--- config.mk ---
export PLATFORM = sky130hd
export DESIGN_NAME = v2f_mem_access_unit
export DESIGN_NICKNAME = d
export VERILOG_FILES = /design/src/rtl/v2f_mem_access_unit.sv
export SDC_FILE = /design/constraint.sdc
export NUM_CORES = 1
export LEC_CHECK = 0
export BUFFER_PORTS_ARGS = -buffer_cell sky130_fd_sc_hd__buf_2
export CORE_ASPECT_RATIO = 0.8
export CORE_MARGIN = 8
export CORE_UTILIZATION = 47
export CTS_CLUSTER_SIZE = 30
export DETAILED_ROUTE_END_ITERATION = 10
export GPL_TIMING_DRIVEN = 0
export PLACE_DENSITY = 0.8
export SKIP_LAST_GASP = 1
export SYNTH_ARGS = -nofsm -noshare
export SYNTH_HDL_FRONTEND = slang
export SYNTH_SLANG_ARGS = --single-unit
--- constraint.sdc ---
create_clock -name CLK -period 2.3 [get_ports CLK]
set_input_delay 0.345 -clock CLK [delete_from_list [all_inputs] [get_ports CLK]]
set_output_delay 0.345 -clock CLK [all_outputs]
set_load 0.01 [all_outputs]
--- src/rtl/v2f_mem_access_unit.sv ---
// v2f memory access unit: byte/half/word load-store front-end for the v2f programmable RAM.
// One request in flight at a time; RAM strobes are registered and live only during ACCESS.
module v2f_mem_access_unit #(
  parameter int ABITS  = 2,
  parameter int OFFSET = 0
) (
  input  logic             CLK,
  input  logic             SRST,
  input  logic             REQ_VALID,
  output logic             REQ_READY,
  input  logic             REQ_WE,
  input  logic [1:0]       REQ_SIZE,
  input  logic             REQ_SIGNED,
  input  logic [31:0]      REQ_ADDR,
  input  logic [31:0]      REQ_WDATA,
  output logic             RSP_VALID,
  input  logic             RSP_READY,
  output logic [31:0]      RSP_RDATA,
  output logic             RSP_ERR,
  output logic             RAM_RD_EN,
  output logic [ABITS-1:0] RAM_RD_ADDR,
  input  logic [31:0]      RAM_RD_DATA,
  output logic [31:0]      RAM_WR_EN,
  output logic [ABITS-1:0] RAM_WR_ADDR,
  output logic [31:0]      RAM_WR_DATA,
  output logic [3:0]       RAM_BYTE_SELECT
);

  localparam logic [1:0] S_IDLE    = 2'd0;
  localparam logic [1:0] S_ACCESS  = 2'd1;
  localparam logic [1:0] S_CAPTURE = 2'd2;
  localparam logic [1:0] S_RESP    = 2'd3;

  logic [1:0]  state;
  logic        accept;
  logic        req_err;
  logic [30:0] word_diff;
  logic        we_p0;
  logic [1:0]  size_p0;
  logic        signed_p0;
  logic [1:0]  lo_p0;

  function automatic logic [3:0] lane_mask(input logic [1:0] size, input logic [1:0] lo);
    case (size)
      2'b00:   lane_mask = 4'b0001 << lo;
      2'b01:   lane_mask = 4'b0011 << lo;
      default: lane_mask = 4'b1111;
    endcase
  endfunction

  function automatic logic [31:0] lane_data(input logic [1:0] size, input logic [31:0] wdata);
    case (size)
      2'b00:   lane_data = {4{wdata[7:0]}};
      2'b01:   lane_data = {2{wdata[15:0]}};
      default: lane_data = wdata;
    endcase
  endfunction

  function automatic logic [31:0] align_load(input logic [31:0] d, input logic [1:0] size,
                                             input logic sgn, input logic [1:0] lo);
    logic [31:0] s;
    s = d >> {lo, 3'b000};
    case (size)
      2'b00:   align_load = {{24{sgn & s[7]}}, s[7:0]};
      2'b01:   align_load = {{16{sgn & s[15]}}, s[15:0]};
      default: align_load = s;
    endcase
  endfunction

  assign REQ_READY = (state == S_IDLE);
  assign RSP_VALID = (state == S_RESP);
  assign accept    = REQ_VALID & REQ_READY;

  // Bit 30 of the difference flags an address below the RAM base.
  assign word_diff = {1'b0, REQ_ADDR[31:2]} - 31'(OFFSET);

  always_comb begin
    req_err = 1'b0;
    if (REQ_SIZE == 2'b11)                          req_err = 1'b1;
    if (REQ_SIZE == 2'b01 && REQ_ADDR[0])           req_err = 1'b1;
    if (REQ_SIZE == 2'b10 && REQ_ADDR[1:0] != 2'b00) req_err = 1'b1;
    if (word_diff[30])                              req_err = 1'b1;
    if ((word_diff[29:0] >> ABITS) != 30'd0)        req_err = 1'b1;
  end

  always_ff @(posedge CLK) begin
    if (accept) begin
      we_p0     <= REQ_WE;
      size_p0   <= REQ_SIZE;
      signed_p0 <= REQ_SIGNED;
      lo_p0     <= REQ_ADDR[1:0];
    end
  end

  always_ff @(posedge CLK) begin
    if (SRST) begin
      state           <= S_IDLE;
      RSP_RDATA       <= '0;
      RSP_ERR         <= 1'b0;
      RAM_RD_EN       <= 1'b0;
      RAM_RD_ADDR     <= '0;
      RAM_WR_EN       <= '0;
      RAM_WR_ADDR     <= '0;
      RAM_WR_DATA     <= '0;
      RAM_BYTE_SELECT <= '0;
    end else begin
      RAM_RD_EN       <= 1'b0;
      RAM_WR_EN       <= '0;
      RAM_BYTE_SELECT <= '0;
      case (state)
        S_IDLE: begin
          if (accept) begin
            RSP_RDATA <= '0;
            RSP_ERR   <= req_err;
            if (req_err) begin
              state <= S_RESP;
            end else begin
              // Strobes launched here are what the RAM sees during ACCESS.
              state       <= S_ACCESS;
              RAM_RD_ADDR <= word_diff[ABITS-1:0];
              RAM_WR_ADDR <= word_diff[ABITS-1:0];
              if (REQ_WE) begin
                RAM_WR_EN       <= '1;
                RAM_BYTE_SELECT <= lane_mask(REQ_SIZE, REQ_ADDR[1:0]);
                RAM_WR_DATA     <= lane_data(REQ_SIZE, REQ_WDATA);
              end else begin
                RAM_RD_EN <= 1'b1;
              end
            end
          end
        end
        S_ACCESS: state <= we_p0 ? S_RESP : S_CAPTURE;
        // Registered RAM data is valid here, one cycle after the read strobe.
        S_CAPTURE: begin
          RSP_RDATA <= align_load(RAM_RD_DATA, size_p0, signed_p0, lo_p0);
          state     <= S_RESP;
        end
        default: if (RSP_READY) state <= S_IDLE;
      endcase
    end
  end

endmodule
==> impl_metrics.yaml <==
die:
  start_util_pct: 47.69
  rows: 32
  coreArea_um2: 9529
  ios: 212
  die_x_um: 125.9
  die_area_um2: 13090
  die_h_um: 104.0
setup_path:
  r2r_slack_ns: 0.19
  cp_max_fo: 10
  end_kind: "register"
  crit_required_ns: 2.54
  worstRegToRegCells: 8
  crit_path_start_kind: "register"
  timing.rr.start: "state[0]$_SDFFE_PP0P_"
  reg2reg_to: "RAM_WR_DATA[21]$_SDFFE_PP0P_"
  critPathKind: "register to register"
  critPathArrivalTime_ns: 2.35
finish:
  areaGrowthSynthToFinish_pct: 33.20
  drive_gt1_share_pct: 50.00
  fin_area_um2: 6053
  fillers: 803
  layout_commonest_cell: "buf_2"
  final_cell_mix: "buf_2, dfxtp_1, buf_4, a21oi_1, mux2_2"
  layout.nets: 791
timing:
  slew-limit-headroom_pct: 39.21
  hold_viol_final: 0
  finalSetupViolations: 0
  min_period_over_period_pct: 91.79
  finClkSkew_ns: 0.006372
  fin_crit_ns: 2.111
  rsz0062_at_grt: "false"
  tightest_slew_ns: 0.9106
  slew_viol_final: 0
  tns_ns: 0
  fmax_mhz: 473.7
global_routing:
  grt_antenna_before_repair: 1
  track_usage_pct: 24.04
  grt_pass1_wl_um: 25360
  first_global_vias: 4742
  grt_max_degree: 33
  globalRoute.totalOverflow: 0
synthesis:
  syn_area_per_cell_um2: 9.879
  synth_cells: 460
  synth.top_cell.area_share_pct: 33.04
  synth_edf_count: 6
  synth_area_leader_cell: "dfxtp_1"
  ys_seq_elements: 81
  ys_seq_area_share_pct: 37.00
  synthTopCellsByArea: "dfxtp_1, mux2_2, buf_4, a22oi_1, edfxtp_1"
  synthArstFlopShare_pct: 0
  yosysUniqueCellTypes: 56
  synth_fp_nets: 568
  synth_warnings: 0
  ys.flop_type: "dfxtp_1"
  synthesis.area_um2: 4544
power_and_ir_drop:
  p_sw_mw: 1.459
  power_frac_comb_pct: 30.9
  p_leak_nw: 2.816
  clock_power_share_pct: 31.6
  p_per_area_nw_per_um2: 716.4
  peakVddDrop_uv: 412.7
  intPower_mw: 2.877
  seq_power_share_pct: 37.5
  switching_share_pct: 33.66
  p_total_mw: 4.336
status:
  status: "finished, final reports clean"
cts:
  numCtsBuffers: 9
  htree_num_levels: 3
  clockBufferDepth: 2
  ctsHoldBuffers: 0
  cts_tree: "done"
  cts_sinks: 81
  clkLatencyLatePin_ns: 0.34
  cts_root_buf: "clkbuf_16"
  clk_pin_slew_ns: 0.06
flow_run:
  drv_cap: 0
route:
  vias: 4600
  finalWirelength_um: 16220
  routedWlPerCell_um: 20.07
  route.detailed.drc: 0
  vias_per_cell: 5.693
  dr.pass1.iters: 5
  drt_iter0_drc: 342
  ant_nets: 0
worst_hold_path:
  hold_depth: 1
  min_delay_worst_endpoint: "signed_p0$_DFFE_PP_"
  hold_path_class: "input port to register"
  hp-start: "REQ_SIGNED"
placed_design:
  dp.final_hpwl_um: 12830
  io_buffers: 210
  place_congestion: 0.9581
  placed_area_um2: 5744
## layer usage
layer | GRT usage (%) | up-vias | routed length (um) | share of wire (%)
met3 | 10.19 | 23 | 1735 | 11
met5 | 0 | - | 0 | 0
met4 | 7.883 | 0 | 299 | 1.8
met1 | 26.04 | 2168 | 6277 | 39
met2 | 41.48 | 251 | 7904 | 49
li1 | - | 2158 | - | -
## registers in the layout, summed over array words and instances (netlist names)
signal	flops
lo_p0	2
size_p0	2
RAM_WR_ADDR	2
RAM_WR_DATA	32
RSP_ERR	1
RAM_WR_EN	1
we_p0	1
signed_p0	1
RAM_BYTE_SELECT	4
state	2
RSP_RDATA	32
RAM_RD_EN	1
## cells by family (layout without fill, tap and decap cells)
family	Yosys count	count (layout)	share of synthesized area (%)
AO/OA/AOI/OAI	140	140	21.59
AND/OR/NAND/NOR	109	109	15.12
flip-flops	81	81	37.00
buffers and inverters	75	303	10.13
multiplexers	51	51	15.06
adder cells (fa/ha/maj)	4	4	1.101
other	0	1	0
## cell type report
class	count	area, um2	area share (%)
clock inverter	4	26.28	0.4341
clock buffer	12	256.5	4.237
timing repair buffer	212	1066	17.61
sequential	81	1682	27.78
multi-input combinational	304	2405	39.73
inverter	4	18.77	0.3100
tap	119	148.9	2.460
buffer	71	447.9	7.400
antenna	1	2.502	0.04134
## timing repair
item                                    in CTS  in global routing
endpoints found under the setup margin      20                 21
gates resized for setup                      4                  1
buffers inserted                             0                  2
gates cloned                                 0                  0
## how the worst max path moves through the flow
stage	endpoint	start	cells after the start
2_1_floorplan	RAM_WR_DATA[20]$_SDFFE_PP0P_	state[0]$_SDFFE_PP0P_	8
3_3_place_gp	RAM_WR_DATA[26]$_SDFFE_PP0P_	state[0]$_SDFFE_PP0P_	8
3_5_place_dp	RAM_WR_DATA[31]$_SDFFE_PP0P_	state[0]$_SDFFE_PP0P_	8
4_1_cts	RAM_WR_DATA[21]$_SDFFE_PP0P_	state[0]$_SDFFE_PP0P_	8
5_1_grt	RAM_WR_DATA[6]$_SDFFE_PP0P_	state[0]$_SDFFE_PP0P_	8
6_report	RAM_WR_DATA[21]$_SDFFE_PP0P_	state[0]$_SDFFE_PP0P_	8
## per-stage QoR
step	std cells	hold slack, ns	setup slack (ns)	util (%)
after floorplan	460	0.4218	0.3451	-
after global placement	789	0.4504	-0.006057	60.28
after detailed placement	789	0.4492	-0.1154	60.28
after CTS	805	0.1692	0.04424	63.34
after global routing	808	0.1658	0.004648	63.52
final	808	0.1769	0.1889	63.52
## critical path: stages, from the launching register on
cell and delay (ns):
dfxtp_1 0.39, inv_1 0.09, ha_1 0.29, nand2_1 0.27, clkinvlp_4 0.20, nand2_2 0.20
clkbuf_2 0.26, nor4_1 0.08, a31o_2 0.23
## cell usage after synthesis (11+ instances only)
cell,instances
dfxtp_1,75
buf_2,11
nor2_1,14
nand2_1,22
nor2b_1,13
clkbuf_1,19
a21oi_1,31
a22oi_1,24
o21ai_0,14
o2bb2ai_1,14
mux2_2,28
buf_4,33
nor4_1,20
o31ai_1,11
## power by group through the flow
stage / clock [mW] / sequential [mW] / combinational [mW]
6_report: 1.37 / 1.63 / 1.34
3_5_place_dp: 0 / 1.66 / 1.30
5_1_grt: 1.45 / 1.64 / 1.47
4_1_cts: 1.39 / 1.62 / 1.31
2_1_floorplan: 0 / 1.67 / 0.824
3_3_place_gp: 0 / 1.65 / 1.26
Note: power is estimated with default switching activity, not from simulation.
